<file path="src/rtl/alu_arbiter.sv">
// alu_arbiter: round-robin arbiter sharing one combinational ALU between two
// requesters. Each requester owns a one-entry response register that holds
// the ALU result until its consumer takes it.
// Optional feature macro: ALU_ARB_STATS_EN adds saturating per-requester
// grant counters (gnt0_cnt / gnt1_cnt) sized by CNT_W.
module alu_arbiter #(
   parameter int WIDTH = 32,
   parameter int OP_W  = 3,
   parameter int CNT_W = 16
) (
   input  logic             clk,
   input  logic             reset,

   input  logic             req0_valid,
   output logic             req0_ready,
   input  logic [WIDTH-1:0] req0_a,
   input  logic [WIDTH-1:0] req0_b,
   input  logic [OP_W-1:0]  req0_op,

   input  logic             req1_valid,
   output logic             req1_ready,
   input  logic [WIDTH-1:0] req1_a,
   input  logic [WIDTH-1:0] req1_b,
   input  logic [OP_W-1:0]  req1_op,

   output logic             rsp0_valid,
   output logic [WIDTH-1:0] rsp0_data,
   input  logic             rsp0_ready,

   output logic             rsp1_valid,
   output logic [WIDTH-1:0] rsp1_data,
   input  logic             rsp1_ready,

   output logic [WIDTH-1:0] alu_a,
   output logic [WIDTH-1:0] alu_b,
   output logic [OP_W-1:0]  alu_op,
   input  logic [WIDTH-1:0] alu_c
`ifdef ALU_ARB_STATS_EN
   ,
   output logic [CNT_W-1:0] gnt0_cnt,
   output logic [CNT_W-1:0] gnt1_cnt
`endif
);

   logic elig0;
   logic elig1;
   logic gnt0;
   logic gnt1;
   // last = 1 means requester 1 won the most recent grant, so 0 wins a tie
   logic last;

   // a slot being drained this cycle is free for a new result
   assign elig0 = req0_valid & (~rsp0_valid | rsp0_ready);
   assign elig1 = req1_valid & (~rsp1_valid | rsp1_ready);

   // pick at most one winner; ties go to whoever did not win last time
   always_comb begin
      gnt0 = 1'b0;
      gnt1 = 1'b0;
      if (elig0 && elig1) begin
         if (last) begin
            gnt0 = 1'b1;
         end else begin
            gnt1 = 1'b1;
         end
      end else begin
         gnt0 = elig0;
         gnt1 = elig1;
      end
   end

   assign req0_ready = gnt0;
   assign req1_ready = gnt1;

   // steer the winner's operands to the shared ALU, zero when idle
   always_comb begin
      alu_a  = '0;
      alu_b  = '0;
      alu_op = '0;
      if (gnt0) begin
         alu_a  = req0_a;
         alu_b  = req0_b;
         alu_op = req0_op;
      end else if (gnt1) begin
         alu_a  = req1_a;
         alu_b  = req1_b;
         alu_op = req1_op;
      end
   end

   // round-robin pointer moves only when somebody is granted
   always_ff @(posedge clk or negedge reset) begin
      if (!reset) begin
         last <= 1'b1;
      end else if (gnt0) begin
         last <= 1'b0;
      end else if (gnt1) begin
         last <= 1'b1;
      end
   end

   // response slot 0: capture on grant, release when the consumer takes it
   always_ff @(posedge clk or negedge reset) begin
      if (!reset) begin
         rsp0_valid <= 1'b0;
         rsp0_data  <= '0;
      end else if (gnt0) begin
         rsp0_valid <= 1'b1;
         rsp0_data  <= alu_c;
      end else if (rsp0_valid && rsp0_ready) begin
         rsp0_valid <= 1'b0;
      end
   end

   // response slot 1: capture on grant, release when the consumer takes it
   always_ff @(posedge clk or negedge reset) begin
      if (!reset) begin
         rsp1_valid <= 1'b0;
         rsp1_data  <= '0;
      end else if (gnt1) begin
         rsp1_valid <= 1'b1;
         rsp1_data  <= alu_c;
      end else if (rsp1_valid && rsp1_ready) begin
         rsp1_valid <= 1'b0;
      end
   end

`ifdef ALU_ARB_STATS_EN
   // grant counters stick at all-ones instead of wrapping
   always_ff @(posedge clk or negedge reset) begin
      if (!reset) begin
         gnt0_cnt <= '0;
         gnt1_cnt <= '0;
      end else begin
         if (gnt0 && (gnt0_cnt != '1)) begin
            gnt0_cnt <= gnt0_cnt + CNT_W'(1);
         end
         if (gnt1 && (gnt1_cnt != '1)) begin
            gnt1_cnt <= gnt1_cnt + CNT_W'(1);
         end
      end
   end
`endif

endmodule

</file>
<file path="config.mk">
export PLATFORM = sky130hd
export DESIGN_NAME = alu_arbiter
export DESIGN_NICKNAME = d
export VERILOG_FILES = /design/src/rtl/alu_arbiter.sv
export SDC_FILE = /design/constraint.sdc
export NUM_CORES = 1
export LEC_CHECK = 0
export BUFFER_PORTS_ARGS = -buffer_cell sky130_fd_sc_hd__buf_2
export CORE_AREA = 3 3 120 122
export CTS_BUF_LIST = sky130_fd_sc_hd__clkbuf_8 sky130_fd_sc_hd__clkbuf_16
export CTS_CLUSTER_DIAMETER = 200
export CTS_CLUSTER_SIZE = 30
export DETAILED_ROUTE_END_ITERATION = 6
export DIE_AREA = 0 0 123 125
export PLACE_DENSITY = 0.54
export SYNTH_ARGS = -nofsm -noshare
export SYNTH_HDL_FRONTEND = slang
export SYNTH_SLANG_ARGS = --single-unit
</file>
<file path="constraint.sdc">
create_clock -name clk -period 5.2 [get_ports clk]
set_clock_uncertainty 0.15 [all_clocks]
set_input_delay 0 -clock clk [delete_from_list [all_inputs] [get_ports clk]]
set_output_delay 0 -clock clk [all_outputs]
set_load 0.02 [all_outputs]
</file>
==> results of run 1 <==
## layer usage
| metal | wire (um) | GRT usage | up-vias |
|---|---|---|---|
| met2 | 6970 | 0.302 | 175 |
| met5 | 13 | 0 | - |
| met3 | 1090 | 0.0425 | 26 |
| li1 | - | - | 1559 |
| met4 | 364 | 0.0691 | 2 |
| met1 | 5010 | 0.183 | 1664 |
## final cells by class
type | count | area (um^2) | share of cell area
Clock inverter | 6 | 113 | 0.0198
Timing Repair Buffer | 347 | 1930 | 0.340
Sequential cell | 67 | 1680 | 0.295
Antenna cell | 4 | 10.0 | 0.00176
Multi-Input combinational cell | 139 | 1490 | 0.262
Clock buffer | 10 | 239 | 0.0420
Tap cell | 176 | 220 | 0.0387
Inverter | 2 | 7.51 | 0.00132
## kinds of logic (layout without fill, tap and decap cells)
kind of cell,Yosys count,after routing,synth area share
AO/OA/AOI/OAI,72,72,0.193
flip-flops,67,67,0.509
multiplexers,64,64,0.241
buffers and inverters,24,365,0.0474
AND/OR/NAND/NOR,3,3,0.0102
other,0,4,0
## synthesized netlist by cell type
cell type	n
dfrtp_1	66
inv_2	1
nor2b_4	1
buf_2	14
a21o_1	1
o21ba_2	1
a31oi_1	1
dfstp_2	1
mux2_1	22
mux2_4	20
nand2b_4	1
a22o_1	67
o311a_1	1
mux2_2	22
inv_1	1
a311oi_2	1
or2_2	1
buf_6	5
buf_4	3
## state kept, by name (all words and copies together), names as in the netlist
register,flops
rsp0_valid,1
rsp1_data,32
rsp1_valid,1
rsp0_data,32
last,1
## worst max path at each step
| stage | endpoint | slack (ps) | cells after the start |
|---|---|---|---|
| 2_1_floorplan | rsp1_data[30] | 3430 | 5 |
| 3_3_place_gp | alu_a[31] | 2860 | 4 |
| 3_5_place_dp | alu_op[1] | 2780 | 4 |
| 4_1_cts | alu_op[1] | 2430 | 4 |
| 5_1_grt | alu_a[25] | 2280 | 5 |
| 6_report | alu_a[25] | 2430 | 4 |
## worst max-delay path, cell delays in order (launching register included)
cell     delay (ps)
dfstp_2         570
o311a_4         580
buf_4           630
a22o_1          260
buf_2           170
## cell usage in the layout, fill, tap and decap left out, types with 2 or more instances in the layout
cell type	instances
mux2_1	22
dlygate4sd3_1	37
mux2_4	20
dfrtp_1	66
mux2_2	22
buf_2	306
clkinv_4	2
clkbuf_16	9
a22o_1	67
buf_4	4
diode_2	4
bufinv_16	3
## timing repair
| item | CTS | global route |
|---|---|---|
| buffers inserted | 0 | 0 |
| endpoints found under the hold margin | 133 | 0 |
| hold buffers | 37 | 0 |
## where the power goes
| part | switching (mW) | total [mW] | internal [mW] |
|---|---|---|---|
| sequential | 0.0750 | 0.738 | 0.663 |
| combinational | 0.539 | 0.948 | 0.409 |
| clock | 0.220 | 0.702 | 0.482 |
| total | 0.834 | 2.39 | 1.55 |
## through the flow
step	setup WS [ps]	power (mW)	hold WS, ps
finish	2430	2.39	180
global route	2280	2.52	194
CTS	2430	2.42	181
detailed placement	2780	1.68	85.5
global placement	2860	1.66	76.5
floorplan	3430	1.33	-446
==> impl_metrics.ini, run 1 <==
[yosys]
synth_cell_types = 19
synthTopCellsByArea = dfrtp_1, a22o_1, mux2_4
yosysSeqAreaShare = 0.509
ys_ff_latch = 67
yosys.area.top_type = dfrtp_1
avgSynthCellArea_um2 = 14.3
synthCells = 230
synth_area_um2 = 3300
synth_fp_nets = 402
synth_top_area_frac = 0.501
yosys_warnings = 0

[floorplan]
die_h_um = 125
die_w_um = 123
rows = 42
fp.coreArea_um2 = 13300
io_pins = 307
start_util = 0.248
dieArea_um2 = 15400

[setup_path]
critPathKind = flop to output pin
cp_max_fo = 68
crit_required_ps = 5050
worstSetupStartpointType = flop
r2r.worst_path.cells = 4
crit_start = last
crit_path_end_kind = output pin
reg2reg_to = rsp1_data[7]
rrSetupSlack_ps = 3100
reg2reg_from = rsp0_valid
critPathArrivalTime_ps = 2620

[clock_network]
cts.path.max_buffers = 2
cts_resized = 0
cts.sinks = 67
cts-root-buf = clkbuf_16
clk_pin_slew_worst_paths_ps = 50
clock_latency_ps = 320
cts_tree = built
cts_made_buffers = 9
htreeDepth = 3

[job]
cap_viol_max_count = 0

[power_and_ir_drop]
cellPowerDensity_nw_per_um2 = 420
leakage_nw = 3.01
vdd_drop_max_mv = 0.310

[placement]
dpl-instance-area_um2 = 4950
dpl.hpwl_um = 10800
gp_congestion = 0.917
dp_cells = 694
port_buffers = 306

[cells_and_area]
fill_cells = 1272
stdcell_count = 751
utilization = 0.428
layout-drive-gt1-share = 0.658
fin_nets = 738
fin_area_um2 = 5690
area_growth_pct = 72.4

[drt]
postRouteAntennaNets = 0
dr.first_iter.drc_count = 121
wl_per_cell_um = 17.9
via_per_inst = 4.56
vias = 3426
routed_wl_um = 13500
drc = 0
first_pass_iters = 4

[global_route]
grt_max_degree = 69
antenna_found_initial = 8
grt_first_pass_wirelength_um = 19800
grt_use_total = 0.167
grt_pass1_vias = 3579
overflow = 0

[sta]
finalCritPeriodShare = 0.532
post-route-min-period_ps = 2770
worst_slew_pin_slew_ps = 836
setup_tns_ps = 0
clock.fmax_mhz = 361
setup_viol = 0
rsz0062_at_grt = no
hold_viol = 0
report.final.slew_viol_count = 0
slew_headroom = 0.443

[run_status]
status = finished, final reports clean

[min_path]
worstHoldPathCells = 3
min_path_type = primary input to output pin
min_from = req1_a[14]
whs_endpoint = alu_a[14]
Power figures use the tool's default switching activity.
==> run 2: changes to the inputs <==
--- a/config.mk
+++ b/config.mk
@@ -6,13 +6,13 @@
 export NUM_CORES = 1
 export LEC_CHECK = 0
 export BUFFER_PORTS_ARGS = -buffer_cell sky130_fd_sc_hd__buf_2
-export CORE_AREA = 3 3 120 122
+export CORE_AREA = 3 3 117 119
 export CTS_BUF_LIST = sky130_fd_sc_hd__clkbuf_8 sky130_fd_sc_hd__clkbuf_16
 export CTS_CLUSTER_DIAMETER = 200
 export CTS_CLUSTER_SIZE = 30
 export DETAILED_ROUTE_END_ITERATION = 6
-export DIE_AREA = 0 0 123 125
-export PLACE_DENSITY = 0.54
+export DIE_AREA = 0 0 120 122
+export PLACE_DENSITY = 0.56
 export SYNTH_ARGS = -nofsm -noshare
 export SYNTH_HDL_FRONTEND = slang
 export SYNTH_SLANG_ARGS = --single-unit
==> constraint.sdc (replaced) <==
create_clock -name clk -period 2.85 [get_ports clk]
set_clock_uncertainty 0.15 [all_clocks]
set_input_delay 0 -clock clk [delete_from_list [all_inputs] [get_ports clk]]
set_output_delay 0 -clock clk [all_outputs]
set_load 0.02 [all_outputs]
==> run 2 against run 1 <==
Net effect: hold slack worse by 0.54 ps; non-clock buffer count is 1 lower; critical path type is now primary input to output pin; sequential power is 83% higher; clock power is 79% higher; largest cell class unchanged; routed wire length is 0.58% higher; clock-buffer cell count is 1 lower; critical path depth is 3 higher; die area is 4.8% lower; flip-flop and latch count stayed put; via count is 2.2% lower; cell count is 0.80% lower.
==> impl_metrics.ini, run 2 (same netlist as run 1, synthesis figures left out) <==
[run_status]
status = finished, final reports clean

[setup_path]
rrSetupSlack_ps = 900
critPathArrivalTime_ps = 2070
cp_max_fo = 101
crit_required_ps = 2700
worstSetupStartpointType = primary input
crit_path_end_kind = output pin
critPathKind = primary input to output pin

[cells_and_area]
seqCellArea_um2 = 1680
top_regs = rsp0_data (32), rsp1_data (32)
multi_input_area_um2 = 1490
final_common_cell = buf_2
layout-drive-gt1-share = 0.657
fin_nets = 737
area_growth_pct = 72.4
mostFrequentLayoutCells = buf_2, a22o_1, dfrtp_1
utilization = 0.449
fill_cells = 1229

[clock_network]
clock_latency_ps = 330
cts_made_buffers = 9
htreeDepth = 3
cts_tree = built
cts_hold_buf = 37
cts.sinks = 67
post_cts_buffers = 0
cts-root-buf = clkbuf_16
cts_resized = 0
cts.path.max_buffers = 2

[floorplan]
dieArea_um2 = 14600
die_w_um = 120
die_h_um = 122
io_pins = 307
fp.coreArea_um2 = 12700
start_util = 0.260
rows = 41

[sta]
hold_viol = 0
finalCritPeriodShare = 0.778
slew_headroom = 0.440
worst_slew_pin_slew_ps = 840
report.final.slew_viol_count = 0
clock.fmax_mhz = 451
setup_tns_ps = 0
setup_viol = 0
rsz0062_at_grt = no
post-route-min-period_ps = 2220

[job]
cap_viol_max_count = 0

[power_and_ir_drop]
p_comb_frac = 0.400
p_int_mw = 2.81
p_clk_frac = 0.290
switching_share = 0.352
cellPowerDensity_nw_per_um2 = 764
vdd_drop_max_mv = 0.442
seqPwrFrac = 0.310
switching_power_mw = 1.53
leakage_nw = 3.00

[placement]
gp_congestion = 0.682
port_buffers = 306
dpl.hpwl_um = 10400

[drt]
via_per_inst = 4.50
postRouteAntennaNets = 0
dr.first_iter.drc_count = 165
routed_wl_um = 13500
first_pass_iters = 4
wl_per_cell_um = 18.2
drc = 0
vias = 3350

[min_path]
min_path_type = primary input to output pin

[global_route]
grt_use_total = 0.173
overflow = 0
grt_first_pass_wirelength_um = 19300
grt_pass1_vias = 3355
grt_max_degree = 102
antenna_found_initial = 10
-- run 2: cell types whose count changed in the layout (fill, tap and decap cells not counted) --
| cell | before | now |
|---|---|---|
| clkinvlp_4 | 0 | 2 |
| clkinv_2 | 1 | 0 |
| clkbuf_8 | 1 | 0 |
| inv_6 | 0 | 1 |
| clkinv_4 | 2 | 0 |
| buf_4 | 4 | 1 |
| buf_12 | 0 | 2 |
-- run 2: metal layers --
metal  share of wire  global-route usage  wire length [um]
met1            0.39               0.215              5310
met4           0.015              0.0587               203
met5          0.0030                   0                41
met3            0.10              0.0682              1420
met2            0.49               0.277              6570
-- run 2: worst max-delay path, cell delays in order --
cell and delay, ps:
dlygate4sd3_1 540, buf_2 130, nand2b_4 150, a311oi_4 330, buf_12 410, a22o_1 270, buf_2 190
-- run 2: path summary, 6_finish.rpt --
path | start | end | depth (start not counted)
setup / recovery | rsp0_ready | alu_a[12] | 7
hold / removal | req1_b[13] | alu_b[13] | 3
setup reg to reg | rsp0_valid | rsp1_data[31] | 4
hold reg to reg | rsp1_data[30] | rsp1_data[30] | 1
max in group asynchronous | reset | rsp0_data[26] | 3
min in group asynchronous | reset | rsp0_data[11] | 3
-- run 2: area by class of cell --
class / count / share of cell area
multi-input cells: 139 / 0.262
diodes: 4 / 0.00176
flip-flops and latches: 67 / 0.295
clock inverters: 6 / 0.0200
clock buffers: 9 / 0.0396
repair buffers: 346 / 0.343
well taps: 172 / 0.0378
inverters: 2 / 0.00132
-- run 2: stage by stage --
| stage | hold WS, ps | power [mW] | instance area (um^2) | setup slack (ps) | cells |
|---|---|---|---|---|---|
| 2_1_floorplan | -446 | 2.43 | 3300 | 1080 | 230 |
| 3_3_place_gp | 73.3 | 3.04 | 4970 | 949 | 689 |
| 3_5_place_dp | 84.2 | 3.07 | 4970 | 896 | 689 |
| 4_1_cts | 181 | 4.40 | 5680 | 609 | 741 |
| 5_1_grt | 192 | 4.56 | 5680 | 510 | 743 |
| 6_report | 180 | 4.35 | 5690 | 632 | 745 |
-- run 2: power groups by stage --
| stage | Combinational, mW | Clock [mW] | Sequential [mW] |
|---|---|---|---|
| 3_5_place_dp | 1.71 | 0 | 1.36 |
| 2_1_floorplan | 0.767 | 0 | 1.66 |
| 3_3_place_gp | 1.69 | 0 | 1.35 |
| 4_1_cts | 1.76 | 1.29 | 1.35 |
| 6_report | 1.74 | 1.26 | 1.35 |
| 5_1_grt | 1.84 | 1.34 | 1.38 |
